<file path="src/rtl/cv_cart_fetch.sv">
// Cartridge fetch unit: turns Z80 cartridge reads into external memory requests,
// holds the CPU in WAIT until data returns, and keeps a one-entry last-address cache.
module cv_cart_fetch #(
  parameter int ADDR_W  = 20,
  parameter int TIMEOUT = 63
) (
  input  logic              clk_i,
  input  logic              reset_n_i,
  input  logic [15:0]       a_i,
  input  logic [5:0]        cart_page_i,
  input  logic              cart_en_80_n_i,
  input  logic              cart_en_a0_n_i,
  input  logic              cart_en_c0_n_i,
  input  logic              cart_en_e0_n_i,
  input  logic              cart_en_sg1000_n_i,
  input  logic              rd_n_i,
  input  logic              cache_inv_i,
  output logic              wait_n_o,
  output logic [7:0]        d_o,
  output logic              mem_req_o,
  output logic [ADDR_W-1:0] mem_addr_o,
  input  logic              mem_ack_i,
  input  logic [7:0]        mem_data_i,
  output logic              timeout_o
);

  typedef enum logic [1:0] {
    IDLE = 2'd0,
    REQ  = 2'd1,
    DONE = 2'd2
  } state_t;

  localparam logic [7:0] TERM = 8'(TIMEOUT - 1);

  state_t            state, state_nxt;
  logic              sel, sel_d, start, en_slot, hit;
  logic [19:0]       addr20;
  logic [ADDR_W-1:0] addr;
  logic [7:0]        cnt, cnt_nxt;
  logic              cache_valid, cache_valid_nxt;
  logic [ADDR_W-1:0] cache_tag, cache_tag_nxt;
  logic [7:0]        cache_data, cache_data_nxt;
  logic              wait_n_nxt, mem_req_nxt, timeout_nxt;
  logic [7:0]        d_nxt;
  logic [ADDR_W-1:0] mem_addr_nxt;

  assign en_slot = ~(cart_en_80_n_i & cart_en_a0_n_i & cart_en_c0_n_i & cart_en_e0_n_i);
  assign sel     = ~rd_n_i & (en_slot | ~cart_en_sg1000_n_i);
  assign start   = sel & ~sel_d;

  // ColecoVision slots are banked by the decoder page; SG-1000 space maps flat.
  always_comb begin
    addr20 = 20'h00000;
    if (en_slot) begin
      addr20 = {cart_page_i, a_i[13:0]};
    end else begin
      addr20 = {4'h0, a_i};
    end
  end

  generate
    if (ADDR_W > 20) begin : g_ext
      assign addr = {{(ADDR_W-20){1'b0}}, addr20};
    end else if (ADDR_W == 20) begin : g_eq
      assign addr = addr20;
    end else begin : g_trunc
      assign addr = addr20[ADDR_W-1:0];
    end
  endgenerate

  assign hit = cache_valid & (cache_tag == addr);

  // Next-state and next-output logic; the hit uses the cache valid before any invalidate.
  always_comb begin
    state_nxt      = state;
    cnt_nxt        = cnt;
    wait_n_nxt     = wait_n_o;
    mem_req_nxt    = mem_req_o;
    mem_addr_nxt   = mem_addr_o;
    d_nxt          = d_o;
    timeout_nxt    = 1'b0;
    cache_tag_nxt  = cache_tag;
    cache_data_nxt = cache_data;
    cache_valid_nxt = cache_valid;
    case (state)
      IDLE: begin
        if (start && hit) begin
          d_nxt     = cache_data;
          state_nxt = DONE;
        end else if (start) begin
          mem_addr_nxt = addr;
          mem_req_nxt  = 1'b1;
          wait_n_nxt   = 1'b0;
          cnt_nxt      = 8'd0;
          state_nxt    = REQ;
        end else begin
          state_nxt = IDLE;
        end
      end
      REQ: begin
        cnt_nxt = cnt + 8'd1;
        if (mem_ack_i) begin
          d_nxt           = mem_data_i;
          cache_tag_nxt   = mem_addr_o;
          cache_data_nxt  = mem_data_i;
          cache_valid_nxt = 1'b1;
          mem_req_nxt     = 1'b0;
          wait_n_nxt      = 1'b1;
          state_nxt       = DONE;
        end else if (cnt == TERM) begin
          d_nxt       = 8'hFF;
          mem_req_nxt = 1'b0;
          wait_n_nxt  = 1'b1;
          timeout_nxt = 1'b1;
          state_nxt   = DONE;
        end else begin
          state_nxt = REQ;
        end
      end
      DONE: begin
        wait_n_nxt = 1'b1;
        if (!sel) begin
          state_nxt = IDLE;
        end else begin
          state_nxt = DONE;
        end
      end
      default: begin
        state_nxt   = IDLE;
        wait_n_nxt  = 1'b1;
        mem_req_nxt = 1'b0;
      end
    endcase
    if (cache_inv_i) begin
      cache_valid_nxt = 1'b0;
    end else begin
      cache_valid_nxt = cache_valid_nxt;
    end
  end

  // State and output registers with synchronous active-low reset.
  always_ff @(posedge clk_i) begin
    if (!reset_n_i) begin
      state       <= IDLE;
      sel_d       <= 1'b0;
      cnt         <= 8'd0;
      wait_n_o    <= 1'b1;
      mem_req_o   <= 1'b0;
      mem_addr_o  <= '0;
      d_o         <= 8'hFF;
      timeout_o   <= 1'b0;
      cache_valid <= 1'b0;
      cache_tag   <= '0;
      cache_data  <= 8'h00;
    end else begin
      state       <= state_nxt;
      sel_d       <= sel;
      cnt         <= cnt_nxt;
      wait_n_o    <= wait_n_nxt;
      mem_req_o   <= mem_req_nxt;
      mem_addr_o  <= mem_addr_nxt;
      d_o         <= d_nxt;
      timeout_o   <= timeout_nxt;
      cache_valid <= cache_valid_nxt;
      cache_tag   <= cache_tag_nxt;
      cache_data  <= cache_data_nxt;
    end
  end

endmodule

</file>
<file path="config.mk">
export PLATFORM = sky130hd
export DESIGN_NAME = cv_cart_fetch
export DESIGN_NICKNAME = d
export VERILOG_FILES = /design/src/rtl/cv_cart_fetch.sv
export SDC_FILE = /design/constraint.sdc
export NUM_CORES = 1
export LEC_CHECK = 0
export ABC_AREA = 1
export ABC_CLOCK_PERIOD_IN_PS = 2400
export BUFFER_PORTS_ARGS = -buffer_cell sky130_fd_sc_hd__buf_2
export CAP_MARGIN = 20
export CORE_UTILIZATION = 40
export DETAILED_ROUTE_END_ITERATION = 12
export PLACE_DENSITY_LB_ADDON = 0.2
export SYNTH_ARGS = -nofsm -noshare
export SYNTH_HDL_FRONTEND = slang
export SYNTH_SLANG_ARGS = --single-unit
</file>
<file path="constraint.sdc">
create_clock -name clk_i -period 2.4 [get_ports clk_i]
set_clock_uncertainty 0.15 [all_clocks]
set_input_delay 0.24 -clock clk_i [delete_from_list [all_inputs] [get_ports clk_i]]
set_output_delay 0.24 -clock clk_i [all_outputs]
set_load 0.05 [all_outputs]
</file>
==> impl_metrics.py <==
metrics = {
    "synth": {
        "synth_edf_count": 0,
        "ys_seq_area_share_pct": 44.1,
        "netlist_area_sq_um": 3220,
        "synth_warnings": 0,
        "muxShareOfSynthArea_pct": 0,
        "yosysMostFrequentCell": "nand2_1",
        "syn_nets": 488,
        "synth_top_area_share_pct": 44.1,
        "synth_xor_area_share_pct": 0.816,
        "synth.avg_cell_area_sq_um": 7.22,
        "synthSimpleGateAreaFrac_pct": 24.2,
        "synth_flop_cell": "dfxtp_1",
        "synth_top_family_by_area": "simple AND/OR/NAND/NOR gates",
        "synthAdderAreaFrac_pct": 0.777,
        "ys_types": 32,
        "ys_seq_elements": 71,
        "synth_compound_area_share_pct": 18.8,
        "synth_top_cells_by_count": "nand2_1 (75), dfxtp_1 (71), inv_1 (69), a21oi_1 (54), o21ai_0 (44)",
        "async_reset_ff_share_pct": 0,
        "netlist_top_cells_area": "dfxtp_1 (44%), nand2_1 (8.7%), a21oi_1 (8.4%), inv_1 (8.0%), o21ai_0 (6.8%)",
        "synth_cells": 446,
        "synth_largest_area_cell": "dfxtp_1",
    },
    "power": {
        "total_power_mw": 2.75,
        "p_sw_mw": 0.851,
        "switching_share_pct": 30.9,
        "comb_power_share_pct": 18.1,
        "power.internal_mw": 1.90,
        "leakagePower_nw": 1.73,
        "vdd_drop_max_mv": 0.417,
        "power_frac_seq_pct": 46.8,
        "p_per_area_nw_per_um2": 712,
        "power_frac_clock_pct": 35.1,
    },
    "timing": {
        "period_needed_ns": 2.01,
        "slew_viol_final": 0,
        "relSlewSlack_pct": 64.8,
        "fmax_mhz": 498,
        "fin_crit_sh_pct": 83.7,
        "rsz0062_at_grt": "no",
        "finalSetupViolCount": 0,
        "hold_violations": 0,
        "hold_ws_ns": 0.0571,
        "tns_ns": 0,
        "fin_ws_ns": 0.391,
        "tightest_slew_ns": 0.527,
    },
    "final_layout": {
        "syn_to_final_growth_pct": 20.0,
        "antenna_cells": 0,
        "nFillCells": 828,
        "final_layout_size_suffix_gt1_share_pct": 22.1,
        "layout.nets": 558,
    },
    "routing": {
        "drcViolationCount": 0,
        "dr_wl_met3_um": 318,
        "wl_per_cell_um": 11.9,
        "drt_wl_total_mm": 7.40,
        "wl_met2_mm": 3.44,
        "highest_layer": "met4",
        "ant_nets": 0,
        "dr.first_iter.drc_count": 94,
        "firstDrtPassIters": 4,
        "via_per_inst": 4.80,
        "wl_met1_mm": 3.55,
        "num_vias": 2993,
    },
    "global_route": {
        "grt_max_degree": 48,
        "antenna_found_initial": 0,
        "grt_usage_pct": 18.6,
        "grt_pass1_wl_mm": 12.5,
        "grt_pass1_vias": 2753,
        "overflow": 0,
    },
    "clock_network": {
        "clkSinkCount": 71,
        "cts-root-buf": "clkbuf_8",
        "clk_latency_ns": 0.34,
        "cts_buffers": 9,
        "path_clk_slew_ns": 0.08,
        "hold_buffers": 2,
        "cts_resized": 0,
        "clock_path_buffers": 2,
        "cts_tree": "done",
        "postCtsSetupBuffers": 0,
        "htree_levels": 3,
    },
    "place": {
        "globalplace.congestion": 0.791,
        "pre_cts_slack_ns": 0.428,
        "numPortBuffers": 70,
        "hpwl_mm": 5.18,
    },
    "worst_setup_path": {
        "crit_path_top_delay_cell": "dfxtp_1",
        "crit_fanout": 31,
        "critPathRequiredTime_ns": 2.53,
        "cp-end-kind": "flip-flop",
        "arrival_ns": 2.14,
        "critPathBufInv": 2,
        "path_cells": "inv_1, nand2_1, nand2_1, nor2_1, nand2_1, nor2_1, nand2_1, nor2_1, nand3_2, nand3_2, buf_4, o21ai_0, a21oi_1",
        "crit_type": "flip-flop to flip-flop",
        "crit_family": "simple AND/OR/NAND/NOR gates",
        "cp_common_cell": "nand2_1",
        "cp-start-kind": "flip-flop",
        "critical_path.max_stage_delay_ns": 0.36,
    },
    "status": {
        "status": "complete, no violations",
    },
    "floorplan": {
        "die_h_um": 91.7,
        "die-area_sq_um": 8420,
        "std_cell_rows": 32,
        "start_util_pct": 41.5,
        "ios": 71,
        "fp.coreArea_sq_um": 7770,
        "die_width_um": 91.7,
    },
    "flow_run": {
        "max_cap_viol_count": 0,
    },
    "worst_hold_path": {
        "min_path_type": "primary input to flip-flop",
    },
}
-- tightest hold or removal path, delay by kind of cell --
family	cells	cell delay, ns
buffers and inverters	1	0.09
AO/OA/AOI/OAI	2	0.19
-- power groups by stage --
stage	Clock (mW)	Combinational, mW	Sequential, mW
floorplan	0	0.230	1.45
global placement	0	0.491	1.31
detailed placement	0	0.497	1.32
CTS	0.994	0.502	1.29
global route	1.04	0.548	1.30
finish	0.965	0.498	1.29
-- cell families after synthesis --
kind of cell	Yosys count
AND/OR/NAND/NOR	166
AO/OA/AOI/OAI	113
buffers and inverters	91
flip-flops	71
XOR/XNOR	3
adder cells (fa/ha/maj)	2
-- layer usage --
layer  up-vias  global-route usage, %
li1       1579                      -
met1      1354                   24.1
met2        52                   30.1
met3         8                   3.81
met4         0                   8.20
met5         -                      0
-- worst paths after layout --
check / from / endpoint / slack, ns / cells after the start
setup / recovery: cache_tag[6] / mem_addr_o[13] / 0.39 / 13
hold / removal: a_i[0] / mem_addr_o[0] / 0.06 / 3
setup reg to reg: cache_tag[6] / mem_addr_o[13] / 0.39 / 13
hold reg to reg: wait_n_o / wait_n_o / 0.31 / 2
-- placed cells by master, fill, tap and decap left out, drive strengths merged, types with 2 or more instances in the layout --
cell	instances
nand2	83
buf	75
inv	73
dfxtp	71
a21oi	59
o21ai	45
nand3	39
nor2	29
clkbuf	11
a211oi	8
or2	5
nand4	4
nor3	4
clkinvlp	3
xor2	2
ha	2
dlygate4sd3	2
-- registers in the layout (all words and copies together), names as in the netlist --
| name | flops |
|---|---|
| cache_data | 8 |
| cache_tag | 20 |
| cache_valid | 1 |
| cnt | 8 |
| d_o | 8 |
| mem_addr_o | 20 |
| mem_req_o | 1 |
| sel_d | 1 |
| state | 2 |
| timeout_o | 1 |
| wait_n_o | 1 |
-- per-stage QoR --
| stage | area, sq um | cells | utilization [%] |
|---|---|---|---|
| after detailed placement | 3650 | 605 | 46.9 |
| after floorplan | 3220 | 446 | - |
| final | 3860 | 623 | 49.8 |
| after CTS | 3860 | 623 | 49.8 |
| after global placement | 3650 | 605 | 46.9 |
| after global routing | 3860 | 623 | 49.8 |
-- layout make-up --
type                       instances  area (sq um)  share of cell area (%)
sequential                        71          1420                    36.8
inverter                          73           274                    7.09
clock buffer                      11           141                    3.66
clock inverter                     5          57.6                    1.49
tap                              102           128                    3.30
timing repair buffer              77           408                    10.6
multi-input combinational        284          1440                    37.1
No activity file was read; power rests on OpenSTA's default activity.
